## src/rtl/soc_led_ctrl.sv

```systemverilog
// soc_led_ctrl: memory-mapped LED controller supporting static, blink and PWM modes.
// Registers: 0x0 CTRL {LEVEL, MODE[1:0], EN}, 0x4 PERIOD, 0x8 DUTY, 0xC STATUS (toggle count).
// Optional build macro LED_PWM_EN: when defined, MODE=10 is 8-bit PWM dimming; when
// undefined, MODE=10 behaves as static and DUTY reads 0 and ignores writes.
module soc_led_ctrl #(
  parameter int unsigned PERIOD_W = 24,
  parameter int unsigned TCNT_W   = 16
) (
  input  logic        i_clk,
  input  logic        i_rst,
  input  logic        i_valid,
  input  logic        i_we,
  input  logic [3:0]  i_addr,
  input  logic [31:0] i_wdata,
  output logic [31:0] o_rdata,
  output logic        o_ready,
  output logic        o_led
);

  localparam int unsigned DATA_W = 32;
  localparam int unsigned CTRL_W = 4;

  localparam logic [1:0] REG_CTRL   = 2'd0;
  localparam logic [1:0] REG_PERIOD = 2'd1;
  localparam logic [1:0] REG_DUTY   = 2'd2;
  localparam logic [1:0] REG_STATUS = 2'd3;

  localparam logic [1:0] MODE_BLINK = 2'b01;
`ifdef LED_PWM_EN
  localparam logic [1:0] MODE_PWM   = 2'b10;
`endif

  logic [CTRL_W-1:0]   r_ctrl;
  logic [PERIOD_W-1:0] r_period;
  logic [TCNT_W-1:0]   r_status;
  logic [PERIOD_W-1:0] r_cnt;
  logic                r_blink_q;
  logic                r_led;
  logic                r_ready;
  logic [DATA_W-1:0]   r_rdata;
`ifdef LED_PWM_EN
  logic [7:0]          r_duty;
`endif

  logic                w_wr;
  logic                w_wr_ctrl;
  logic                w_wr_period;
  logic                w_wr_status;
  logic                w_restart;
  logic                w_en;
  logic                w_blink;
  logic                w_pwm;
  logic                w_enter_blink;
  logic                w_terminal;
  logic                w_led_dec;
  logic [PERIOD_W-1:0] w_cnt_nxt;
  logic [DATA_W-1:0]   w_rd_mux;
  logic                w_unused_bits;

  assign w_wr        = i_valid & i_we;
  assign w_wr_ctrl   = w_wr & (i_addr[3:2] == REG_CTRL);
  assign w_wr_period = w_wr & (i_addr[3:2] == REG_PERIOD);
  assign w_wr_status = w_wr & (i_addr[3:2] == REG_STATUS);
  assign w_restart   = w_wr_ctrl | w_wr_period;

  assign w_en    = r_ctrl[0];
  assign w_blink = w_en & (r_ctrl[2:1] == MODE_BLINK);
`ifdef LED_PWM_EN
  assign w_pwm   = w_en & (r_ctrl[2:1] == MODE_PWM);
`else
  assign w_pwm   = 1'b0;
`endif

  // Blink state reloads LEVEL only when blink mode is newly entered, not on every CTRL write
  assign w_enter_blink = w_wr_ctrl & i_wdata[0] & (i_wdata[2:1] == MODE_BLINK) & ~w_blink;
  assign w_terminal    = w_blink & (r_period != '0) & (r_cnt == r_period - PERIOD_W'(1));

  // Low address bits and unmapped data bits are intentionally ignored
  assign w_unused_bits = ^{i_addr[1:0], i_wdata};

  // Next blink/PWM counter value; bus writes to CTRL/PERIOD restart it
  always_comb begin
    w_cnt_nxt = r_cnt;
    if (w_restart || !(w_blink || w_pwm)) begin
      w_cnt_nxt = '0;
    end else if (w_blink) begin
      if ((r_period == '0) || w_terminal) w_cnt_nxt = '0;
      else                                w_cnt_nxt = r_cnt + PERIOD_W'(1);
    end else begin
      if (r_cnt[7:0] == 8'hFF) w_cnt_nxt = '0;
      else                     w_cnt_nxt = r_cnt + PERIOD_W'(1);
    end
  end

  // LED decision for the current mode, registered into o_led next edge
  always_comb begin
    w_led_dec = 1'b0;
    if (w_en) begin
      if (w_blink) w_led_dec = r_blink_q;
`ifdef LED_PWM_EN
      else if (w_pwm) w_led_dec = (r_cnt[7:0] < r_duty);
`endif
      else w_led_dec = r_ctrl[3];
    end
  end

  // Register read mux
  always_comb begin
    w_rd_mux = '0;
    case (i_addr[3:2])
      REG_CTRL:   w_rd_mux = DATA_W'(r_ctrl);
      REG_PERIOD: w_rd_mux = DATA_W'(r_period);
`ifdef LED_PWM_EN
      REG_DUTY:   w_rd_mux = DATA_W'(r_duty);
`else
      REG_DUTY:   w_rd_mux = '0;
`endif
      REG_STATUS: w_rd_mux = DATA_W'(r_status);
      default:    w_rd_mux = '0;
    endcase
  end

  // Bus response: one-cycle ready pulse, read data only on reads
  always_ff @(posedge i_clk) begin
    if (i_rst) begin
      r_ready <= 1'b0;
      r_rdata <= '0;
    end else begin
      r_ready <= i_valid;
      r_rdata <= (i_valid && !i_we) ? w_rd_mux : '0;
    end
  end

  // Configuration registers
  always_ff @(posedge i_clk) begin
    if (i_rst) begin
      r_ctrl   <= '0;
      r_period <= '0;
    end else begin
      if (w_wr_ctrl)   r_ctrl   <= i_wdata[CTRL_W-1:0];
      if (w_wr_period) r_period <= i_wdata[PERIOD_W-1:0];
    end
  end

`ifdef LED_PWM_EN
  // PWM compare register
  always_ff @(posedge i_clk) begin
    if (i_rst) begin
      r_duty <= '0;
    end else if (w_wr & (i_addr[3:2] == REG_DUTY)) begin
      r_duty <= i_wdata[7:0];
    end
  end
`endif

  // Counter, blink state and LED output
  always_ff @(posedge i_clk) begin
    if (i_rst) begin
      r_cnt     <= '0;
      r_blink_q <= 1'b0;
      r_led     <= 1'b0;
    end else begin
      r_cnt <= w_cnt_nxt;
      if (w_enter_blink)               r_blink_q <= i_wdata[3];
      else if (w_terminal && !w_restart) r_blink_q <= ~r_blink_q;
      r_led <= w_led_dec;
    end
  end

  // Saturating toggle counter; a STATUS write clears it and wins over a coincident toggle
  always_ff @(posedge i_clk) begin
    if (i_rst) begin
      r_status <= '0;
    end else if (w_wr_status) begin
      r_status <= '0;
    end else if ((w_led_dec != r_led) && (r_status != '1)) begin
      r_status <= r_status + TCNT_W'(1);
    end
  end

  assign o_rdata = r_rdata;
  assign o_ready = r_ready;
  assign o_led   = r_led;

endmodule

```

## config.mk

```make
export PLATFORM = sky130hd
export DESIGN_NAME = soc_led_ctrl
export DESIGN_NICKNAME = d
export VERILOG_FILES = /design/src/rtl/soc_led_ctrl.sv
export SDC_FILE = /design/constraint.sdc
export NUM_CORES = 1
export LEC_CHECK = 0
export ABC_AREA = 1
export CELL_PAD_IN_SITES_DETAIL_PLACEMENT = 0
export CELL_PAD_IN_SITES_GLOBAL_PLACEMENT = 2
export CORE_MARGIN = 2
export CORE_UTILIZATION = 38
export DETAILED_ROUTE_END_ITERATION = 8
export DONT_BUFFER_PORTS = 1
export GPL_TIMING_DRIVEN = 0
export PLACE_DENSITY = 0.91
export SYNTH_ARGS = -nofsm -noshare
export SYNTH_HDL_FRONTEND = slang
export SYNTH_SLANG_ARGS = --single-unit
```

## constraint.sdc

```tcl
create_clock -name i_clk -period 4.13 [get_ports i_clk]
set_input_delay 0.6195 -clock i_clk [delete_from_list [all_inputs] [get_ports i_clk]]
set_output_delay 0.6195 -clock i_clk [all_outputs]
set_load 0.02 [all_outputs]
```

==> results.yml <==
clock_tree:
  cts_max_level: 3
  cts_resized: 0
  cts_tree: "yes"
  clk_pin_slew_ns: 0.07
  clock_sink_count: 95
  cts_root_buf: "clkbuf_16"
  cts_setup_buffers: 0
  clockBufferDepth: 2
  hold_buffers: 0
  cts_buffers: 9
  insertion_delay_ns: 0.35
finish:
  layout.cells.non_filler: 940
  seq_area_um2: 1902
  antennaDiodeCount: 0
  final_cell_mix: "nand2_1, inv_1, dfxtp_1"
  layout-drive-gt1-share_pct: 9.555
  area_growth_pct: 10.75
  multi_input_area_um2: 2679
  post-route-util_pct: 42.79
  nets: 804
  nFillCells: 1396
  layout_commonest_cell: "nand2_1"
  finalInstanceArea_um2: 5644
power:
  p_sw_share_pct: 27.13
  pwr-share-seq_pct: 45.7
  powerDensity_nw_per_um2: 365.8
  switchingPower_mw: 0.5601
  power.total_mw: 2.065
  p_clk_share_pct: 41.1
  pwr-share-comb_pct: 13.2
  ir_drop_mv: 0.2024
  total_leakage_power_nw: 2.316
  p_int_mw: 1.504
worst_hold_path:
  hp-class: "input pin to flop"
placement:
  io_buffers: 0
  gp_congestion: 0.8357
  hpwl_mm: 10.67
  placed_area_um2: 5343
  dp_cells: 924
  post-place-ws_ns: 1.506
logic_synthesis:
  synth_async_sr_flop_share_pct: 0
  netlist-cell-type-count: 41
  synth_area_um2: 5096
  avgSynthCellArea_um2: 6.877
  synth_area_leader_cell: "dfxtp_1"
  synth-seq-area-share_pct: 37.32
  ys.flop_type: "dfxtp_1"
  synthCells: 741
  synth.area.top_cells: "dfxtp_1, nand2_1, inv_1"
  yosys_warnings: 0
  synth-seq-cells: 95
  synth_top_area_share_pct: 37.32
  synth_edf_count: 0
drt:
  drc: 0
  vias_per_cell: 4.894
  ant_nets: 0
  first_pass_iters: 5
  drt_wl_total_mm: 13.33
  drt_iter0_drc: 248
  wl_per_cell_um: 14.19
  vias: 4600
global_routing:
  grt_pass1_vias: 4356
  antenna_found_initial: 3
  grt_pass1_wl_mm: 21.65
  grt_overflow_total: 0
  grt_util_all_layers_pct: 19.36
  grt_max_degree: 16
sta:
  finalHoldViolations: 0
  rsz0062_at_grt: "false"
  worstMarginPinSlew_ns: 0.9103
  fin_crit_sh_pct: 62.83
  slew_violations: 0
  setup_ws_ns: 1.535
  timing.setup.tns_ns: 0
  hold_ws_ns: 0.3321
  clock.fmax_mhz: 385.4
  fin_crit_ns: 2.595
  fin_worst_skew_ns: 0.005463
  setup_viol: 0
  max_slew_margin_pct: 38.90
setup_path:
  critPathMaxFanout: 10
  worstPathCellList: "inv_1, ha_1, nand2_2, nor2_4, nand2_2, o21ai_2, nand2_1, nand2_1, nand4_1, nor2_1, nand2_2, nand4_4, buf_6, nor2_1"
  crit_path_max_incr_delay_ns: 0.34
  cp_data_arrival_time_ns: 2.84
  critPathLaunchType: "flop"
  critPathSlowestCell: "dfxtp_1"
  cp-end-kind: "flop"
  critical_path_class: "flop to flop"
  worstPathRequired_ns: 4.37
  path_delay_family: "simple AND/OR/NAND/NOR gates"
  path_common_cell: "nand2_2"
  critPathBufInv: 2
job:
  cap_violations: 0
floorplan:
  die-area_um2: 14350
  die_y_um: 119.8
  io_pins: 74
  coreArea_um2: 13190
  rows: 42
  dieWidth_um: 119.8
  start_util_pct: 38.64
outcome:
  status: "completed"
[routing by layer]
layer | GRT usage, % | share of wire (%) | up-vias
li1 | - | - | 2390
met1 | 25.21 | 47 | 2095
met2 | 31.86 | 47 | 91
met3 | 3.565 | 3.4 | 20
met4 | 7.426 | 1.9 | 4
met5 | 0 | 0.18 | -
[synthesized netlist by cell type, types with 5 or more instances]
cell type / number
nand2_1: 156
inv_1: 96
dfxtp_1: 95
nor2_1: 82
a21oi_1: 55
nand3_1: 47
o21ai_0: 38
nor3_1: 24
xor2_1: 21
clkbuf_1: 14
nand4_1: 12
nor2_2: 11
nand2_2: 9
buf_4: 8
nand3b_1: 8
nor2_4: 8
inv_2: 7
xnor2_1: 7
ha_1: 5
[area by class of cell]
cell class	instances	area share, %
Inverter	106	7.049
Clock inverter	4	0.9754
Tap cell	176	3.902
Buffer	25	2.549
Clock buffer	12	4.367
Sequential cell	95	33.70
Multi-Input combinational cell	522	47.46
[worst reg2reg max path, delay by kind of cell, from the launching register on]
kind                       cells  cell delay [ns]
and+or+nand+nor               10             1.29
DFF                            1             0.34
adders and majority gates      1             0.27
AOI/OAI and AO/OA              1             0.17
buffers and inverters          2             0.41
[cells by family after synthesis]
kind of cell / after synthesis / synth area share, %
AOI/OAI and AO/OA: 107 / 11.12
adders and majority gates: 5 / 1.228
DFF: 95 / 37.32
and+or+nand+nor: 374 / 34.82
buffers and inverters: 131 / 10.63
xor gates and xnor gates: 28 / 4.812
other: 1 / 0.07359
[state kept, by name (all words and copies together) (netlist names)]
name and count:
o_rdata 24, r_cnt 24, r_ctrl 4, r_blink_q 1, r_period 24, o_ready 1, o_led 1, r_status 16
[power by group through the flow]
stage          logic (mW)  clock network (mW)  registers (mW)
3_5_place_dp        0.272                   0           0.964
6_report            0.273               0.848           0.944
5_1_grt             0.312               0.915           0.944
3_3_place_gp        0.269                   0           0.964
2_1_floorplan       0.214                   0           0.959
4_1_cts             0.273               0.872           0.943
[final timing paths]
kind | from | endpoint | slack (ns) | cells after the start
worst min-delay path | i_rst | r_ctrl[0] | 0.33 | 1
worst max register to register | r_period[0] | r_cnt[16] | 1.54 | 14
worst min register to register | r_status[8] | r_status[8] | 0.48 | 2
worst max-delay path | r_period[0] | r_cnt[16] | 1.54 | 14
(Power assumes the default switching activity.)
